`src/rtl/vcache_req_arbiter_pkg.sv`:
```
// Shared helpers for the vcache request arbiter slice.
// rr_next: modulo-n increment of an index. It is used for the round-robin
// scan start and for the ID FIFO pointer wrap, including non-power-of-two n.
package vcache_req_arbiter_pkg;

  function automatic int rr_next(input int idx, input int n);
    return (idx + 1 >= n) ? 0 : idx + 1;
  endfunction

endpackage

```
`src/rtl/vcache_arb_id_fifo.sv`:
```
// In-order ID FIFO. It records which requester owns each outstanding cache
// request, so that in-order responses can be routed back to that requester.
// Ports:
//   clk_i, reset_i     clock, synchronous active-high reset
//   v_i, data_i        push request and pushed ID
//   ready_o            space available (not full)
//   v_o, data_o        head valid (not empty) and head ID
//   yumi_i             pop the head
//   full_o, empty_o    occupancy flags
module vcache_arb_id_fifo
  import vcache_req_arbiter_pkg::*;
#(
  parameter int width_p       = 2,
  parameter int els_p         = 4,
  parameter int count_width_p = $clog2(els_p + 1)
) (
  input  logic               clk_i,
  input  logic               reset_i,
  input  logic               v_i,
  input  logic [width_p-1:0] data_i,
  output logic               ready_o,
  output logic               v_o,
  output logic [width_p-1:0] data_o,
  input  logic               yumi_i,
  output logic               full_o,
  output logic               empty_o
);

  localparam int ptr_w_lp = $clog2(els_p);

  logic [width_p-1:0]       r_mem [els_p];
  logic [ptr_w_lp-1:0]      r_wptr;
  logic [ptr_w_lp-1:0]      r_rptr;
  logic [count_width_p-1:0] r_count;
  logic                     w_push;
  logic                     w_pop;

  function automatic logic [ptr_w_lp-1:0] ptr_inc(input logic [ptr_w_lp-1:0] p);
    return ptr_w_lp'(rr_next(int'(p), els_p));
  endfunction

  assign full_o  = (r_count == count_width_p'(els_p));
  assign empty_o = (r_count == '0);
  assign ready_o = ~full_o;
  assign v_o     = ~empty_o;
  assign data_o  = r_mem[r_rptr];
  assign w_push  = v_i & ready_o;
  assign w_pop   = yumi_i & v_o;

  always_ff @(posedge clk_i) begin
    if (reset_i) begin
      r_wptr  <= '0;
      r_rptr  <= '0;
      r_count <= '0;
    end else begin
      if (w_push) r_wptr <= ptr_inc(r_wptr);
      if (w_pop)  r_rptr <= ptr_inc(r_rptr);
      case ({w_push, w_pop})
        2'b10:   r_count <= r_count + count_width_p'(1);
        2'b01:   r_count <= r_count - count_width_p'(1);
        default: r_count <= r_count;
      endcase
    end
  end

  // The storage array holds data only, so reset does not touch it.
  always_ff @(posedge clk_i) begin
    if (w_push) r_mem[r_wptr] <= data_i;
  end

endmodule

```
`src/rtl/vcache_req_arbiter.sv`:
```
// Shares one vcache request/response port among num_req_p requesters.
// Requests are arbitrated round-robin. Each winner's ID is queued in order,
// and in-order cache responses are steered back to the matching requester.
// The request and response paths add zero cycles of latency.
// Ports:
//   clk_i, reset_i                 clock, synchronous active-high reset
//   v_i, pkt_i, ready_o            per-requester request side
//   v_o, data_o, yumi_i            per-requester response side (data broadcast)
//   cache_v_o, cache_pkt_o,
//   cache_ready_i                  request port toward the cache
//   cache_v_i, cache_data_i,
//   cache_yumi_o                   response port from the cache
module vcache_req_arbiter
  import vcache_req_arbiter_pkg::*;
#(
  parameter int num_req_p    = 4,
  parameter int pkt_width_p  = 64,
  parameter int data_width_p = 32,
  parameter int max_out_p    = 4
) (
  input  logic                             clk_i,
  input  logic                             reset_i,
  input  logic [num_req_p-1:0]             v_i,
  input  logic [num_req_p*pkt_width_p-1:0] pkt_i,
  output logic [num_req_p-1:0]             ready_o,
  output logic [num_req_p-1:0]             v_o,
  output logic [data_width_p-1:0]          data_o,
  input  logic [num_req_p-1:0]             yumi_i,
  output logic                             cache_v_o,
  output logic [pkt_width_p-1:0]           cache_pkt_o,
  input  logic                             cache_ready_i,
  input  logic                             cache_v_i,
  input  logic [data_width_p-1:0]          cache_data_i,
  output logic                             cache_yumi_o
);

  localparam int lg_num_req_lp = $clog2(num_req_p);
  localparam int lg_max_out_lp = $clog2(max_out_p + 1);

  logic [lg_num_req_lp-1:0] r_last;
  logic [num_req_p-1:0]     w_grant;
  logic [lg_num_req_lp-1:0] w_grant_idx;
  logic [lg_num_req_lp-1:0] w_head;
  logic                     w_issue;
  logic                     w_resp_v;
  logic                     w_fifo_ready;
  logic                     w_fifo_v;
  logic                     w_fifo_full;
  logic                     w_fifo_empty;

  // Scan the requesters starting one past the last issued requester. The
  // first valid requester found wins.
  always_comb begin
    int idx;
    w_grant     = '0;
    w_grant_idx = '0;
    idx         = rr_next(int'(r_last), num_req_p);
    for (int k = 0; k < num_req_p; k++) begin
      if (v_i[idx] && (w_grant == '0)) begin
        w_grant[idx] = 1'b1;
        w_grant_idx  = lg_num_req_lp'(idx);
      end
      idx = rr_next(idx, num_req_p);
    end
  end

  // Push is blocked while full, even if the head pops in the same cycle.
  // This keeps yumi_i out of the ready path.
  assign cache_v_o   = ~reset_i & (|v_i) & ~w_fifo_full;
  assign ready_o     = w_grant & {num_req_p{~reset_i & cache_ready_i & ~w_fifo_full}};
  assign cache_pkt_o = pkt_i[w_grant_idx*pkt_width_p +: pkt_width_p];
  assign w_issue     = cache_v_o & cache_ready_i;

  assign w_resp_v     = ~reset_i & cache_v_i & ~w_fifo_empty;
  assign cache_yumi_o = w_resp_v & yumi_i[w_head];
  assign data_o       = cache_data_i;

  always_comb begin
    v_o         = '0;
    v_o[w_head] = w_resp_v;
  end

  // Priority moves only when a grant actually issues. While the cache
  // stalls, the grant therefore holds steady.
  always_ff @(posedge clk_i) begin
    if (reset_i)      r_last <= lg_num_req_lp'(num_req_p - 1);
    else if (w_issue) r_last <= w_grant_idx;
  end

  vcache_arb_id_fifo #(
    .width_p      (lg_num_req_lp),
    .els_p        (max_out_p),
    .count_width_p(lg_max_out_lp)
  ) u_id_fifo (
    .clk_i  (clk_i),
    .reset_i(reset_i),
    .v_i    (w_issue),
    .data_i (w_grant_idx),
    .ready_o(w_fifo_ready),
    .v_o    (w_fifo_v),
    .data_o (w_head),
    .yumi_i (cache_yumi_o),
    .full_o (w_fifo_full),
    .empty_o(w_fifo_empty)
  );

`ifndef SYNTHESIS
  always_ff @(posedge clk_i) begin
    if (!reset_i) begin
      assert ($onehot0(w_grant))
        else $error("arbiter grant is not one-hot");
      assert (!(cache_v_i && w_fifo_empty))
        else $error("cache response arrived with no outstanding request");
      assert ((yumi_i & ~v_o) == '0)
        else $error("yumi_i asserted without matching v_o");
      assert ((w_fifo_ready == ~w_fifo_full) && (w_fifo_v == ~w_fifo_empty))
        else $error("ID FIFO flags inconsistent");
    end
  end
`endif

endmodule
```
`config.mk`:
```
export PLATFORM = sky130hd
export DESIGN_NAME = vcache_req_arbiter
export DESIGN_NICKNAME = d
export VERILOG_FILES = /design/src/rtl/vcache_req_arbiter_pkg.sv /design/src/rtl/vcache_arb_id_fifo.sv /design/src/rtl/vcache_req_arbiter.sv
export SDC_FILE = /design/constraint.sdc
export NUM_CORES = 1
export LEC_CHECK = 0
export ABC_CLOCK_PERIOD_IN_PS = 4200
export CAP_MARGIN = 20
export CORE_AREA = 2 2 156 158
export CTS_CLUSTER_DIAMETER = 40
export DETAILED_ROUTE_END_ITERATION = 10
export DIE_AREA = 0 0 158 160
export DONT_BUFFER_PORTS = 1
export PLACE_DENSITY_LB_ADDON = 0.1
export SYNTH_ARGS = -nofsm -noshare
export SYNTH_HDL_FRONTEND = slang
export SYNTH_SLANG_ARGS = --single-unit
```
`constraint.sdc`:
```
create_clock -name clk_i -period 4.2 [get_ports clk_i]
set_clock_uncertainty 0.2 [all_clocks]
set_input_delay 0.63 -clock clk_i [delete_from_list [all_inputs] [get_ports clk_i]]
set_output_delay 0.63 -clock clk_i [all_outputs]
set_load 0.005 [all_outputs]
```
==> results.sh, run 1 <==
export IMPL_antenna_found_initial=0
export IMPL_final_common_cell="nand2_1"
export IMPL_final_area_um2=5300
export IMPL_clockBufferDepth=2
export IMPL_gp_congestion=0.857
export IMPL_synth_compound_area_frac=0.318
export IMPL_io_pins=406
export IMPL_nets=876
export IMPL_finalCritPeriodShare=1.10
export IMPL_ys_async_sr_fraction=0
export IMPL_clkLatencyLatePin_ns=0.25
export IMPL_violations="setup timing"
export IMPL_mostFrequentLayoutCells="nand2_1, a21oi_1, buf_4"
export IMPL_diodes=0
export IMPL_use_met2=0.246
export IMPL_core_area_um2=23800
export IMPL_cts_htree_levels=1
export IMPL_crit_path_cell_trace="ha_4, nor2_4, fa_2, or3b_4, o22ai_4, a221oi_4, o211a_4, a2111oi_4, buf_4, mux2_4, buf_12, buf_6, a21oi_2, a32oi_2, buf_4"
export IMPL_fmax_mhz=217
export IMPL_syn_avg_cell_area_um2=6.59
export IMPL_worstSetupStartpointType="flop"
export IMPL_netlist_instances=549
export IMPL_synthDistinctLibCells=47
export IMPL_hold_viol=0
export IMPL_synth_fa_ha_area_frac=0.0650
export IMPL_drtIter0Drc=214
export IMPL_slowest_stage="fa_2"
export IMPL_synth_mux_area_frac=0.0612
export IMPL_ant_nets=0
export IMPL_drive_gt1_frac=0.351
export IMPL_syn_area_um2=3620
export IMPL_die_y_um=160
export IMPL_dpl_instance_area_um2=4130
export IMPL_path_clk_slew_ns=0.05
export IMPL_die_area_um2=25300
export IMPL_clock_root_buffer="clkbuf_16"
export IMPL_rows=57
export IMPL_min_path_type="primary input to flop"
export IMPL_drc=0
export IMPL_drv_cap=0
export IMPL_fin_util=0.223
export IMPL_cp_max_fo=9
export IMPL_die_w_um=158
export IMPL_endpoint_kind="primary output"
export IMPL_run_status="finished with violations"
export IMPL_floorplan_initialDensity=0.152
export IMPL_gr_usage_met3=0.0168
export IMPL_cts_buffers=3
export IMPL_synth_edf_count=8
export IMPL_setup_violations=64
export IMPL_grt_pass1_wl_mm=26.2
export IMPL_synthSimpleGateAreaFrac=0.277
export IMPL_vias=4286
export IMPL_crit_path_frequent_cell="buf_4"
export IMPL_seq_area_frac_synth=0.127
export IMPL_rrSetupSlack_ns=0.46
export IMPL_ys_flop_type="dfxtp_1"
export IMPL_busiest_layer="met2"
export IMPL_grt_max_degree=46
export IMPL_grt_pass1_vias=4235
export IMPL_rsz0062_at_grt="true"
export IMPL_viasPerCell=4.86
export IMPL_cpPeakStageDelay_ns=0.48
export IMPL_clock_sinks=19
export IMPL_drt_total_wl_mm=19.9
export IMPL_wl_per_cell_um=22.6
export IMPL_worstMarginPinSlew_ns=0.757
export IMPL_worstPathRequired_ns=3.37
export IMPL_syn_to_final_growth_pct=46.5
export IMPL_tritoncts="built"
export IMPL_final_max_slew_violation_count=0
export IMPL_gr_total_overflow=0
export IMPL_syn_num_nets=866
export IMPL_portBuffers=0
export IMPL_fin_ws_ns=-0.406
export IMPL_dpl_hpwl_mm=14.7
export IMPL_fillerInstances=2693
export IMPL_critical_path_arrival_ns=3.78
export IMPL_synthXorXnorAreaFrac=0.00484
export IMPL_min_period_ns=4.61
export IMPL_maxSlewHeadroom=0.494
export IMPL_grtUsageTotal=0.137
export IMPL_synth_seq_cells=19
export IMPL_yosysWarnings=0
export IMPL_worstSetupPathType="flop to primary output"
export IMPL_synth_top_family_by_area="compound AO/OA/AOI/OAI gates"
export IMPL_drtPass1Iterations=6
export IMPL_grt_use_met1=0.170
final cells by class:
type	instances	area, um2	share of cell area
Clock buffer	4	78.8	0.0149
Inverter	9	50.0	0.00944
Multi-Input combinational cell	442	3200	0.604
Sequential cell	19	465	0.0878
Tap cell	324	405	0.0765
Timing Repair Buffer	84	1100	0.208
per-stage QoR:
stage | setup WS, ns | TNS [ns] | hold slack (ns) | std cells
floorplan | -0.00938 | -0.127 | 0.271 | 549
global placement | -0.276 | -7.40 | 0.295 | 855
detailed placement | -0.281 | -7.66 | 0.300 | 855
CTS | -0.421 | -22.16 | 0.240 | 872
global route | -0.577 | -29.74 | 0.236 | 882
finish | -0.406 | -20.13 | 0.245 | 882
final timing paths:
kind                        startpoint              endpoint  cells after the start
setup / recovery             r_last[0]       cache_pkt_o[16]                     15
hold / removal                 reset_i  u_id_fifo.r_count[2]                      1
setup reg to reg             r_last[0]             r_last[0]                     14
hold reg to reg   u_id_fifo.r_count[2]  u_id_fifo.r_count[2]                      2
synth_stat cells, drive strengths merged, types with 2 or more instances:
library cell / instances / share of area
mux4: 3 / 0.019
clkbuf: 15 / 0.016
nor3: 4 / 0.0055
dfxtp: 11 / 0.061
edfxtp: 8 / 0.066
and2: 5 / 0.0086
a32oi: 64 / 0.15
buf: 64 / 0.12
or2: 2 / 0.0035
nand2: 206 / 0.22
inv: 9 / 0.0093
and3: 2 / 0.0035
a221oi: 2 / 0.0048
nor2: 14 / 0.015
o21ai: 6 / 0.0083
o211a: 3 / 0.010
or3: 3 / 0.0052
a31oi: 3 / 0.0052
mux2i: 9 / 0.025
nor3b: 2 / 0.0041
a21oi: 68 / 0.094
nand3: 2 / 0.0028
ha: 14 / 0.048
nor2b: 2 / 0.0035
a22o: 2 / 0.0048
mux2: 5 / 0.018
fa: 3 / 0.017
xor2: 2 / 0.0048
o31ai: 4 / 0.0083
metal layers:
metal,share of wire,up-vias
met2,0.51,216
met1,0.40,2057
met5,0,-
met3,0.061,52
met4,0.027,0
li1,-,1961
worst max-delay path: cells and delay by family, from the launching register on:
kind,cells,cell delay (ns)
compound gates,6,0.98
fa+ha+maj,2,0.65
buf+inv,4,0.63
simple gates,2,0.54
flops,1,0.36
mux,1,0.34
repair_timing:
item,in CTS,in global routing
resized for setup,89,55
pin swaps,32,32
endpoints found under the setup margin,64,65
hold buffers,0,0
gates cloned,6,5
buffers inserted,7,6
kinds of logic (layout without fill, tap and decap cells):
family,after synthesis,count (layout)
and+or+nand+nor,247,247
buffers and inverters,88,97
DFF,19,19
adders and majority gates,17,17
AOI/OAI and AO/OA,159,159
muxes,17,17
xor gates and xnor gates,2,2
Power of run 1 is not shown: default switching activity piles up to over one toggle a cycle in this logic, so the estimate is an artifact.
==> run 2: changes to the inputs <==
--- a/config.mk
+++ b/config.mk
@@ -7,12 +7,13 @@
 export LEC_CHECK = 0
 export ABC_CLOCK_PERIOD_IN_PS = 4200
 export CAP_MARGIN = 20
-export CORE_AREA = 2 2 156 158
+export CORE_AREA = 2 2 157 159
 export CTS_CLUSTER_DIAMETER = 40
 export DETAILED_ROUTE_END_ITERATION = 10
-export DIE_AREA = 0 0 158 160
+export DIE_AREA = 0 0 159 161
 export DONT_BUFFER_PORTS = 1
 export PLACE_DENSITY_LB_ADDON = 0.1
+export RECOVER_POWER = 25
 export SYNTH_ARGS = -nofsm -noshare
 export SYNTH_HDL_FRONTEND = slang
 export SYNTH_SLANG_ARGS = --single-unit
==> run 2 against run 1 <==
Non-clock buffer count is 23 higher. Highest routed layer unchanged. Largest cell class unchanged. Count of clock-buffer cells in the layout fell by 1. Global-route usage hardly changed. Register-to-register slack lost 0.13 ns. Critical path depth unchanged. Flip-flop and latch count unchanged. Routed wire length is 16% higher. The flow still finishes with violations (setup timing). Hold slack lost 0.0013 ns. Worst setup slack got worse by 0.054 ns. Sequential share of layout area fell by 1.6 points.
==> results.sh, run 2 (synthesis gave the netlist of run 1 again) <==
export IMPL_run_status="finished with violations"
export IMPL_violations="setup timing"
export IMPL_endpoint_kind="primary output"
export IMPL_mostFrequentLayoutCells="nand2_1, a32oi_2, buf_4"
export IMPL_grt_max_degree=40
export IMPL_io_pins=406
export IMPL_clockBufferDepth=2
export IMPL_syn_to_final_growth_pct=78.4
export IMPL_die_w_um=159
export IMPL_maxSlewHeadroom=0.631
export IMPL_wl_per_cell_um=25.6
export IMPL_tritoncts="built"
export IMPL_fin_hold_ws_ns=0.243
export IMPL_drc=0
export IMPL_grt_pass1_vias=4355
export IMPL_drv_cap=0
export IMPL_setup_violations=64
export IMPL_core_area_um2=24000
export IMPL_diodes=0
export IMPL_die_y_um=161
export IMPL_critical_path_arrival_ns=3.83
export IMPL_gr_usage_met3=0.0149
export IMPL_placed_cells=837
export IMPL_grtUsageTotal=0.137
export IMPL_drtIter0Drc=192
export IMPL_nets=899
export IMPL_final_cells=905
export IMPL_portBuffers=0
export IMPL_final_max_slew_violation_count=0
export IMPL_finalCritPeriodShare=1.11
export IMPL_min_path_type="primary input to flop"
export IMPL_hold_depth=1
export IMPL_r2r_cells=13
export IMPL_min_period_ns=4.66
export IMPL_dpl_hpwl_mm=13.1
export IMPL_hold_viol=0
export IMPL_drtPass1Iterations=4
export IMPL_min_to="u_id_fifo.r_count[2]"
export IMPL_floorplan_initialDensity=0.151
export IMPL_rows=57
export IMPL_viasPerCell=5.00
export IMPL_antenna_found_initial=0
export IMPL_final_area_um2=6460
export IMPL_cts_hold_buf=0
export IMPL_busiest_layer="met2"
export IMPL_die_area_um2=25600
export IMPL_worstSetupStartpointType="flop"
export IMPL_clkLatencyLatePin_ns=0.25
export IMPL_slowest_stage="fa_2"
export IMPL_r2r_end="u_id_fifo.r_mem[2][1]"
export IMPL_vias=4522
export IMPL_use_met2=0.259
export IMPL_drive_gt1_frac=0.499
export IMPL_crit_path_frequent_cell="buf_12"
export IMPL_dpl_instance_area_um2=4010
export IMPL_rsz0062_at_grt="true"
export IMPL_cpPeakStageDelay_ns=0.48
export IMPL_fin_ws_ns=-0.460
export IMPL_cp_max_fo=5
export IMPL_final_common_cell="nand2_1"
export IMPL_grt_use_met1=0.164
export IMPL_clock_root_buffer="clkbuf_16"
export IMPL_worstMarginPinSlew_ns=0.546
export IMPL_cpLargestDelayFamily="compound AO/OA/AOI/OAI gates"
export IMPL_grt_pass1_wl_mm=27.2
export IMPL_worstSetupPathType="flop to primary output"
export IMPL_gp_congestion=0.776
export IMPL_gr_total_overflow=0
export IMPL_drt_total_wl_mm=23.1
export IMPL_path_clk_slew_ns=0.06
export IMPL_rrSetupSlack_ns=0.33
export IMPL_worstPathRequired_ns=3.37
export IMPL_clock_sinks=19
export IMPL_path_buf_inv=4
export IMPL_min_from="reset_i"
export IMPL_ant_nets=0
export IMPL_cts_htree_levels=1
export IMPL_cts_buffers=3
export IMPL_fin_util=0.269
export IMPL_crit_path_cell_trace="ha_4, nor2_4, fa_2, or3b_4, o22ai_4, a221oi_4, o211a_4, a2111oi_4, mux2_4, clkinv_8, buf_12, buf_12, buf_16, nand2_1, a32oi_1"
export IMPL_fmax_mhz=215
export IMPL_timing_rr_start="r_last[0]"
## run 2: cell count changes in the layout (fill, tap and decap cells not counted), moves of 7 or more
cell / change
a21oi_2: +10
a32oi_1: -24
clkbuf_16: +13
a21oi_4: +12
nand2_4: +9
nand2_1: -25
buf_16: +11
a32oi_4: +7
a32oi_2: +17
a21oi_1: -22
nand2_2: +16
## run 2: area by class of cell
cell class | count | area (um2)
clock buffer | 3 | 75.1
clock inverter | 1 | 5.00
fill | 2549 | 17500
inverter | 9 | 50.0
multi-input combinational | 442 | 3740
sequential | 19 | 465
tap | 324 | 405
timing repair buffer | 107 | 1710
## run 2: repair_timing
item                                    in CTS  in global routing
resized for setup                          121                118
buffers inserted                            17                  7
endpoints found under the setup margin      64                 64
gates cloned                                15                 27
pin swaps                                   26                 47
## run 2: worst max path at each step
stage                     cells after the start              end      start  slack, ns
after floorplan                              14  cache_pkt_o[14]  r_last[0]     -0.009
after detailed placement                     13   cache_pkt_o[6]  r_last[0]      -0.32
after global routing                         15  cache_pkt_o[36]  r_last[0]      -0.62
after global placement                       12  cache_pkt_o[56]  r_last[0]      -0.30
final                                        15  cache_pkt_o[36]  r_last[0]      -0.46
after CTS                                    15  cache_pkt_o[39]  r_last[0]      -0.46
## run 2: per-stage QoR
step / setup TNS [ns] / setup WS, ns
floorplan: -0.127 / -0.00938
detailed placement: -12.60 / -0.324
global route: -34.08 / -0.617
CTS: -25.20 / -0.459
finish: -24.73 / -0.460
global placement: -11.22 / -0.300
## run 2: per-layer routing
layer / wire length [um] / vias up / part of all wire
met1: 9240 / 2213 / 0.40
met4: 548 / 0 / 0.024
met2: 12200 / 237 / 0.53
met3: 1120 / 56 / 0.049
li1: - / 2016 / -
met5: 0 / - / 0
Power of run 2 is left out for the same reason.
==> run 3: changes to the inputs <==
--- a/config.mk
+++ b/config.mk
@@ -7,10 +7,10 @@
 export LEC_CHECK = 0
 export ABC_CLOCK_PERIOD_IN_PS = 4200
 export CAP_MARGIN = 20
-export CORE_AREA = 2 2 157 159
+export CORE_AREA = 2 2 159 161
 export CTS_CLUSTER_DIAMETER = 40
 export DETAILED_ROUTE_END_ITERATION = 10
-export DIE_AREA = 0 0 159 161
+export DIE_AREA = 0 0 161 163
 export DONT_BUFFER_PORTS = 1
 export PLACE_DENSITY_LB_ADDON = 0.1
 export RECOVER_POWER = 25
==> run 3 against run 2 <==
The flow still finishes with violations (setup timing). First-iteration DRC count is 20% higher. Critical path depth is 1 lower. Register-to-register slack better by 0.18 ns. Global-route usage is 1.7 points lower. Die area is 2.5% higher. Worst setup slack better by 0.051 ns. Final cell count is 3.1% lower. Sequential share of layout area is 1.7 points higher. Critical path type unchanged.
==> results.sh, run 3 (synthesis gave the netlist of run 1 again) <==
export IMPL_run_status="finished with violations"
export IMPL_violations="setup timing"
export IMPL_min_period_ns=4.61
export IMPL_worstPathRequired_ns=3.37
export IMPL_clockBufferDepth=2
export IMPL_worstSetupPathType="flop to primary output"
export IMPL_cts_hold_buf=0
export IMPL_critical_path_arrival_ns=3.78
export IMPL_drive_gt1_frac=0.368
export IMPL_fmax_mhz=217
export IMPL_wl_per_cell_um=21.7
export IMPL_fin_ws_ns=-0.409
export IMPL_floorplan_initialDensity=0.147
export IMPL_maxSlewHeadroom=0.505
export IMPL_io_pins=406
export IMPL_clock_sinks=19
export IMPL_endpoint_kind="primary output"
export IMPL_drv_cap=0
export IMPL_die_area_um2=26200
export IMPL_dpl_hpwl_mm=13.6
export IMPL_drc=0
export IMPL_drtPass1Iterations=5
export IMPL_viasPerCell=4.89
export IMPL_gp_congestion=0.751
export IMPL_path_clk_slew_ns=0.05
export IMPL_final_max_slew_violation_count=0
export IMPL_final_area_um2=5210
export IMPL_antenna_found_initial=0
export IMPL_grt_max_degree=39
export IMPL_grt_pass1_wl_mm=24.4
export IMPL_min_from="reset_i"
export IMPL_die_w_um=161
export IMPL_final_common_cell="nand2_1"
export IMPL_cts_buffers=3
export IMPL_die_y_um=163
export IMPL_core_area_um2=24700
export IMPL_gr_total_overflow=0
export IMPL_rows=58
export IMPL_nets=862
export IMPL_grtUsageTotal=0.120
export IMPL_dpl_instance_area_um2=4070
export IMPL_critPathLaunch="r_last[0]"
export IMPL_drt_total_wl_mm=19.0
export IMPL_drtIter0Drc=230
export IMPL_setup_violations=64
export IMPL_mostFrequentLayoutCells="nand2_1, buf_4, a32oi_2"
export IMPL_finalCritPeriodShare=1.10
export IMPL_portBuffers=0
export IMPL_vias=4292
export IMPL_ant_nets=0
export IMPL_clkLatencyLatePin_ns=0.25
export IMPL_grt_pass1_vias=4049
export IMPL_clock_root_buffer="clkbuf_16"
export IMPL_cp_max_fo=19
export IMPL_cts_htree_levels=1
export IMPL_rsz0062_at_grt="true"
export IMPL_min_path_type="primary input to flop"
export IMPL_hold_viol=0
export IMPL_worstSetupStartpointType="flop"
export IMPL_timing_rr_start="r_last[0]"
export IMPL_tritoncts="built"
export IMPL_syn_to_final_growth_pct=44.0
export IMPL_setup_tns_ns=-22.95
export IMPL_worstMarginPinSlew_ns=0.741
run 3: cell types whose count changed in the layout (fill, tap and decap cells not counted), sizes merged:
cell / previous run / this run
buf: 89 / 64
clkbuf: 20 / 10
diode: 0 / 3
bufbuf: 1 / 0
clkinv: 2 / 1
run 3: critical path: stages, from the launching register on:
cell,delay (ns)
dfxtp_4,0.36
ha_4,0.17
nor2_4,0.10
fa_2,0.48
or3b_4,0.43
o22ai_4,0.16
a221oi_4,0.11
o211a_4,0.19
a2111oi_4,0.38
buf_4,0.19
mux2_4,0.35
buf_12,0.16
clkbuf_16,0.21
a21oi_2,0.16
a32oi_2,0.08
run 3: layout make-up:
type,instances,area [um2]
antenna,3,7.51
clock buffer,4,78.8
fill,2728,19500
inverter,9,50.0
multi-input combinational,442,3290
sequential,19,465
tap,330,413
timing repair buffer,70,905
run 3: final timing paths:
| path | endpoint | slack (ns) | depth (start not counted) |
|---|---|---|---|
| worst max register to register | u_id_fifo.r_mem[3][1] | 0.51 | 12 |
| worst min-delay path | u_id_fifo.r_count[2] | 0.24 | 1 |
| worst min register to register | u_id_fifo.r_count[2] | 0.30 | 2 |
| worst max-delay path | cache_pkt_o[54] | -0.41 | 14 |
run 3: per-layer routing:
metal	wire [um]	global-route usage	up-vias	part of all wire
met4	791	0.0507	0	0.042
met2	9310	0.213	258	0.49
met5	0	0	-	0
met1	7510	0.142	2042	0.39
met3	1400	0.0222	56	0.073
li1	-	-	1936	-
run 3: through the flow:
step / util / hold WS, ns / worst slack, ns / instances
after floorplan: - / 0.271 / -0.00938 / 549
after CTS: 0.191 / 0.239 / -0.415 / 866
after detailed placement: 0.165 / 0.293 / -0.273 / 851
after global routing: 0.211 / 0.237 / -0.544 / 874
after global placement: 0.165 / 0.290 / -0.241 / 851
final: 0.211 / 0.243 / -0.409 / 877
run 3: repair_timing:
action                     CTS  global route
setup endpoints to repair   64            67
buffers inserted             6             2
gates resized for setup     66            64
pin swaps                   12            12
gates cloned                 5             6
Power of run 3 is left out for the same reason.
